--- src/rtl/popcount_pkg.sv ---
// Shared definitions for the ones-count ALU and its downstream frame statistics.
package popcount_pkg;

    // Width of the ALU ones-count output.
    localparam int unsigned SUM_W     = 4;
    // Width of the word the ALU counts ones over.
    localparam int unsigned WORD_W    = 12;
    // Working width of sat_add; accumulators of 1..31 bits are supported.
    localparam int unsigned MAX_ACC_W = 32;

    typedef enum logic [0:0] {
        ACCUM = 1'b0,
        HOLD  = 1'b1
    } state_t;

    // Unsigned add clamped to 2^w-1.
    // Bit MAX_ACC_W of the result flags that the true sum exceeded the limit.
    function automatic logic [MAX_ACC_W:0] sat_add(
        input logic [MAX_ACC_W-1:0] a,
        input logic [MAX_ACC_W-1:0] b,
        input int unsigned          w
    );
        logic [MAX_ACC_W:0]   sum_s;
        logic [MAX_ACC_W-1:0] lim_s;
        sum_s = {1'b0, a} + {1'b0, b};
        lim_s = MAX_ACC_W'(((MAX_ACC_W+1)'(1) << w) - (MAX_ACC_W+1)'(1));
        if (sum_s > {1'b0, lim_s}) begin
            sat_add = {1'b1, lim_s};
        end else begin
            sat_add = sum_s;
        end
    endfunction

endpackage

--- src/rtl/popcount_frame_accum.sv ---
// Groups the ALU ones-count stream into frames and reports total, max, min,
// sample count and a saturation flag per frame over a valid/ready handshake.
module popcount_frame_accum
    import popcount_pkg::*;
#(
    parameter int unsigned DATA_W    = SUM_W,
    parameter int unsigned FRAME_LEN = 8,
    parameter int unsigned ACC_W     = 8
) (
    input  logic              clk,
    input  logic              rst,
    input  logic              in_valid,
    output logic              in_ready,
    input  logic [DATA_W-1:0] in_sum,
    input  logic              flush,
    output logic              out_valid,
    input  logic              out_ready,
    output logic [ACC_W-1:0]  out_total,
    output logic [DATA_W-1:0] out_max,
    output logic [DATA_W-1:0] out_min,
    output logic [7:0]        out_count,
    output logic              out_sat
);

    state_t              state_r;
    logic                in_ready_r;
    logic                out_valid_r;
    logic [ACC_W-1:0]    acc_r;
    logic [7:0]          cnt_r;
    logic [DATA_W-1:0]   max_r;
    logic [DATA_W-1:0]   min_r;
    logic                sat_r;
    logic [ACC_W-1:0]    out_total_r;
    logic [DATA_W-1:0]   out_max_r;
    logic [DATA_W-1:0]   out_min_r;
    logic [7:0]          out_count_r;
    logic                out_sat_r;

    logic                accept_s;
    logic                close_s;
    logic [MAX_ACC_W:0]  add_s;
    logic [ACC_W-1:0]    acc_nxt_s;
    logic [7:0]          cnt_nxt_s;
    logic [DATA_W-1:0]   max_nxt_s;
    logic [DATA_W-1:0]   min_nxt_s;
    logic                sat_nxt_s;

    // Next running statistics including any sample accepted this edge, and the frame-close decision.
    always_comb begin
        accept_s  = 1'b0;
        close_s   = 1'b0;
        acc_nxt_s = acc_r;
        cnt_nxt_s = cnt_r;
        max_nxt_s = max_r;
        min_nxt_s = min_r;
        sat_nxt_s = sat_r;

        accept_s = in_valid && (state_r == ACCUM);
        add_s    = sat_add(MAX_ACC_W'(acc_r), MAX_ACC_W'(in_sum), ACC_W);

        if (accept_s) begin
            // Upper bits are zero after clamping; folding them in keeps the result safe if ever nonzero.
            acc_nxt_s = (|add_s[MAX_ACC_W-1:ACC_W]) ? {ACC_W{1'b1}} : add_s[ACC_W-1:0];
            sat_nxt_s = sat_r | add_s[MAX_ACC_W];
            cnt_nxt_s = cnt_r + 8'd1;
            max_nxt_s = (in_sum > max_r) ? in_sum : max_r;
            min_nxt_s = (in_sum < min_r) ? in_sum : min_r;
        end else begin
            acc_nxt_s = acc_r;
            sat_nxt_s = sat_r;
            cnt_nxt_s = cnt_r;
            max_nxt_s = max_r;
            min_nxt_s = min_r;
        end

        // A flush on an empty frame closes nothing.
        if (state_r == ACCUM) begin
            close_s = (accept_s && (cnt_nxt_s == 8'(FRAME_LEN))) ||
                      (flush && (cnt_nxt_s != 8'd0));
        end else begin
            close_s = 1'b0;
        end
    end

    // Frame FSM: accumulate in ACCUM, present the registered result in HOLD until taken.
    always_ff @(posedge clk or posedge rst) begin
        if (rst) begin
            state_r     <= ACCUM;
            in_ready_r  <= 1'b1;
            out_valid_r <= 1'b0;
            acc_r       <= {ACC_W{1'b0}};
            cnt_r       <= 8'd0;
            max_r       <= {DATA_W{1'b0}};
            min_r       <= {DATA_W{1'b1}};
            sat_r       <= 1'b0;
            out_total_r <= {ACC_W{1'b0}};
            out_max_r   <= {DATA_W{1'b0}};
            out_min_r   <= {DATA_W{1'b0}};
            out_count_r <= 8'd0;
            out_sat_r   <= 1'b0;
        end else begin
            case (state_r)
                ACCUM: begin
                    acc_r <= acc_nxt_s;
                    cnt_r <= cnt_nxt_s;
                    max_r <= max_nxt_s;
                    min_r <= min_nxt_s;
                    sat_r <= sat_nxt_s;
                    if (close_s) begin
                        out_total_r <= acc_nxt_s;
                        out_max_r   <= max_nxt_s;
                        out_min_r   <= min_nxt_s;
                        out_count_r <= cnt_nxt_s;
                        out_sat_r   <= sat_nxt_s;
                        out_valid_r <= 1'b1;
                        in_ready_r  <= 1'b0;
                        state_r     <= HOLD;
                    end else begin
                        in_ready_r  <= 1'b1;
                    end
                end
                HOLD: begin
                    // Result data stays on out_* after the handshake; only valid drops.
                    if (out_ready) begin
                        out_valid_r <= 1'b0;
                        in_ready_r  <= 1'b1;
                        state_r     <= ACCUM;
                        acc_r       <= {ACC_W{1'b0}};
                        cnt_r       <= 8'd0;
                        max_r       <= {DATA_W{1'b0}};
                        min_r       <= {DATA_W{1'b1}};
                        sat_r       <= 1'b0;
                    end else begin
                        in_ready_r  <= 1'b0;
                    end
                end
                default: begin
                    state_r     <= ACCUM;
                    in_ready_r  <= 1'b1;
                    out_valid_r <= 1'b0;
                    acc_r       <= {ACC_W{1'b0}};
                    cnt_r       <= 8'd0;
                    max_r       <= {DATA_W{1'b0}};
                    min_r       <= {DATA_W{1'b1}};
                    sat_r       <= 1'b0;
                end
            endcase
        end
    end

    assign in_ready  = in_ready_r;
    assign out_valid = out_valid_r;
    assign out_total = out_total_r;
    assign out_max   = out_max_r;
    assign out_min   = out_min_r;
    assign out_count = out_count_r;
    assign out_sat   = out_sat_r;

endmodule

--- config.mk ---
export PLATFORM = sky130hd
export DESIGN_NAME = popcount_frame_accum
export DESIGN_NICKNAME = d
export VERILOG_FILES = /design/src/rtl/popcount_pkg.sv /design/src/rtl/popcount_frame_accum.sv
export SDC_FILE = /design/constraint.sdc
export NUM_CORES = 1
export LEC_CHECK = 0
export CAP_MARGIN = 0
export CORE_MARGIN = 10
export CORE_UTILIZATION = 60
export DETAILED_ROUTE_END_ITERATION = 12
export PLACE_DENSITY = 0.85
export SETUP_SLACK_MARGIN = 0.05
export SLEW_MARGIN = 20
export SYNTH_ARGS = -nofsm -noshare
export SYNTH_HDL_FRONTEND = slang
export SYNTH_SLANG_ARGS = --single-unit
export TNS_END_PERCENT = 1
--- constraint.sdc ---
create_clock -name clk -period 7.25 [get_ports clk]
set_input_delay 0.725 -clock clk [delete_from_list [all_inputs] [get_ports clk]]
set_output_delay 0.725 -clock clk [all_outputs]
set_load 0.05 [all_outputs]
==> flow_metrics.py <==
metrics = {
    "outcome": {
        "status": "finished clean",
    },
    "finish": {
        "antenna_cells": 0,
        "area_growth_pct": 15.6,
        "drive_above_1_share_pct": 12.9,
        "nets": 331,
        "fin_area_sq_mm": 0.00332,
        "final_cells": 364,
    },
    "setup_path": {
        "slowest_delay_ps": 620,
        "slowest_stage": "clkdlybuf4s50_1",
        "path_cells": "clkdlybuf4s50_1 -> nand2b_4 -> or4_4 -> xor2_1 -> a31oi_1 -> a311oi_4 -> buf_4 -> mux2_2",
        "crit_start": "in_valid",
        "critical_path_class": "input pin to flip-flop",
        "cp-start-kind": "input pin",
        "path_max_fanout": 25,
        "arrival_ps": 3600,
        "r2r-start": "state_r",
        "end_kind": "flip-flop",
        "cp.required_ps": 7440,
    },
    "detailed_routing": {
        "routed_wl_um": 5570,
        "drt_iter0_markers": 154,
        "drt_pass1_iterations": 4,
        "drc": 0,
        "drtAntennaViolNets": 0,
        "viasPerCell": 5.68,
        "vias": 2066,
        "wl_per_cell_um": 15.3,
    },
    "synth": {
        "ys_ff_latch": 53,
        "synth.most_common_cell": "dfrtp_1",
        "yosysTopAreaCell": "dfrtp_1",
        "syn_area_sq_mm": 0.00287,
        "synth_top_area_share_pct": 41.8,
        "yosys-top-cells-count": "48 x dfrtp_1, 24 x nand2_1, 23 x inv_1, 21 x mux2_2, 17 x nor2_1",
        "ys.flop_type": "dfrtp_1",
        "syn_avg_cell_area_sq_um": 10.4,
        "seq_area_frac_synth_pct": 46.4,
        "synth_cells": 277,
        "yosysUniqueCellTypes": 43,
        "synth_edf_count": 0,
        "yosysWarnings": 0,
        "synthesis.nets": 299,
        "ys_top_cells_by_area": "dfrtp_1 42%, mux2_2 8.2%, ha_1 5.2%, mux2i_1 4.9%, dfstp_2 4.6%",
        "async_reset_ff_share_pct": 100,
    },
    "cts": {
        "postCtsResizedCells": 0,
        "cts_tree": "built",
        "htreeDepth": 2,
        "postCtsHoldBufs": 0,
        "clkLatencyLatePin_ps": 310,
        "postCtsSetupRepairBufs": 0,
        "cts_buffers": 5,
        "cts_sinks": 53,
        "path_clk_slew_ps": 90,
        "cts-root-buf": "clkbuf_8",
        "cts_max_path_buffers": 2,
    },
    "sta": {
        "finalCritPeriodShare_pct": 47.1,
        "final.min_clock_period_ps": 3410,
        "skew_ps": 11.1,
        "fin_tns_setup_ps": 0,
        "worstMarginPinSlew_ps": 885,
        "rsz0062_at_grt": "false",
        "max_freq_ghz": 0.293,
        "slew_headroom_pct": 40.9,
        "whs_ps": 489,
        "setup_viol_count_final": 0,
        "hold_viol_final": 0,
        "maxSlewViolCount": 0,
    },
    "placement": {
        "numPortBuffers": 35,
        "dp.cells": 356,
        "placed_area_sq_mm": 0.00323,
        "hpwl_um": 4090,
        "routabilityCongestion": 0.812,
    },
    "floorplan": {
        "die_area_sq_mm": 0.00795,
        "io_pins": 36,
        "coreArea_sq_mm": 0.00469,
        "initial_utilization_pct": 61.2,
        "die_x_um": 89.2,
        "rows": 25,
        "dieHeight_um": 89.2,
    },
    "power_and_ir_drop": {
        "ir_worst_vdd_v": 0.000243,
        "p_leak_nw": 1.50,
        "cellPowerDensity_mw_per_mm2": 391,
        "p_total_mw": 1.30,
    },
    "global_routing": {
        "antenna_found_initial": 0,
        "grt_max_degree": 54,
        "overflow": 0,
        "grt.total_usage_pct": 15.3,
        "grt_pass1_wl_um": 9650,
        "first_global_vias": 2147,
    },
    "worst_hold_path": {
        "hp-start": "out_valid",
        "hp-class": "flip-flop to flip-flop",
    },
    "flow_run": {
        "maxCapViolations": 0,
    },
}
[cells in the final DEF (no fill, tap or decap), types with 3 or more instances in the layout]
cell / synthesis / final
o22ai_1: 4 / 4
o21ai_0: 16 / 16
xor2_1: 4 / 4
nor3_1: 3 / 3
ha_1: 12 / 12
clkdlybuf4s50_1: 0 / 35
nand2b_1: 6 / 6
o21a_1: 5 / 5
a21o_1: 6 / 6
mux2_2: 21 / 21
nand3_1: 5 / 5
dfstp_2: 5 / 5
nor2_1: 17 / 17
a31oi_1: 6 / 6
and2_1: 5 / 5
mux2i_1: 14 / 14
nand2_1: 24 / 24
xnor2_1: 6 / 6
clkbuf_8: 0 / 5
a21oi_1: 9 / 9
nand4_1: 5 / 5
dfrtp_1: 48 / 48
a211oi_1: 3 / 3
inv_1: 23 / 22
[where the power goes]
group,internal [mW],total (mW),switching (mW)
clock network,0.0686,0.163,0.0945
logic,0.283,0.668,0.385
registers,0.392,0.465,0.0734
[state kept, by name (all words and copies together), names as in the netlist]
signal and cells:
acc_r 8, cnt_r 8, in_ready 1, max_r 4, min_r 4, out_count 8, out_max 4, out_min 4
out_sat 1, out_total 8, out_valid 1, sat_r 1, state_r 1
[area by class of cell]
class	instances	area [sq um]
clock inverters	1	7.51
inverters	23	87.6
well taps	54	67.6
flip-flops and latches	53	1330
repair buffers	37	365
fillers	360	1370
clock buffers	7	76.3
multi-input cells	189	1380
[critical path: cells and delay by family]
family	cells	cell delay [ps]
mux	1	380
simple gates	2	670
buf+inv	2	1010
xor+xnor	1	300
compound gates	2	510
[through the flow]
stage                     utilization (%)  setup slack, ps
final                                70.7             3840
after global routing                 70.7             3650
after CTS                            70.7             3850
after detailed placement             68.9             3520
after global placement               68.9             3580
after floorplan                         -             4410
[layer usage]
metal | routed length [um] | part of all wire, % | global-route usage, % | vias to the layer above
li1 | - | - | - | 1022
met1 | 2410 | 43 | 18.2 | 1001
met2 | 2780 | 50 | 26.3 | 37
met3 | 328 | 5.9 | 4.28 | 6
met4 | 55 | 0.99 | 4.77 | 0
met5 | 0 | 0 | 0 | -
[kinds of logic (layout without fill, tap and decap cells)]
logic type | Yosys count | after routing | share of synthesized area (%)
DFF | 53 | 53 | 46.4
AOI/OAI and AO/OA | 56 | 56 | 12.9
buffers and inverters | 35 | 68 | 5.45
adders and majority gates | 13 | 13 | 5.93
xor gates and xnor gates | 10 | 10 | 3.05
muxes | 35 | 35 | 13.1
and+or+nand+nor | 75 | 75 | 13.2
[path summary, 6_finish.rpt]
path / to / slack [ps] / depth (start not counted)
max: out_total[1] / 3840 / 8
min: out_valid / 490 / 2
max reg2reg: out_total[1] / 3980 / 7
min reg2reg: out_valid / 490 / 2
max in group asynchronous: acc_r[7] / 5830 / 2
min in group asynchronous: out_count[1] / 890 / 2
Note: power is estimated with default switching activity, not from simulation.
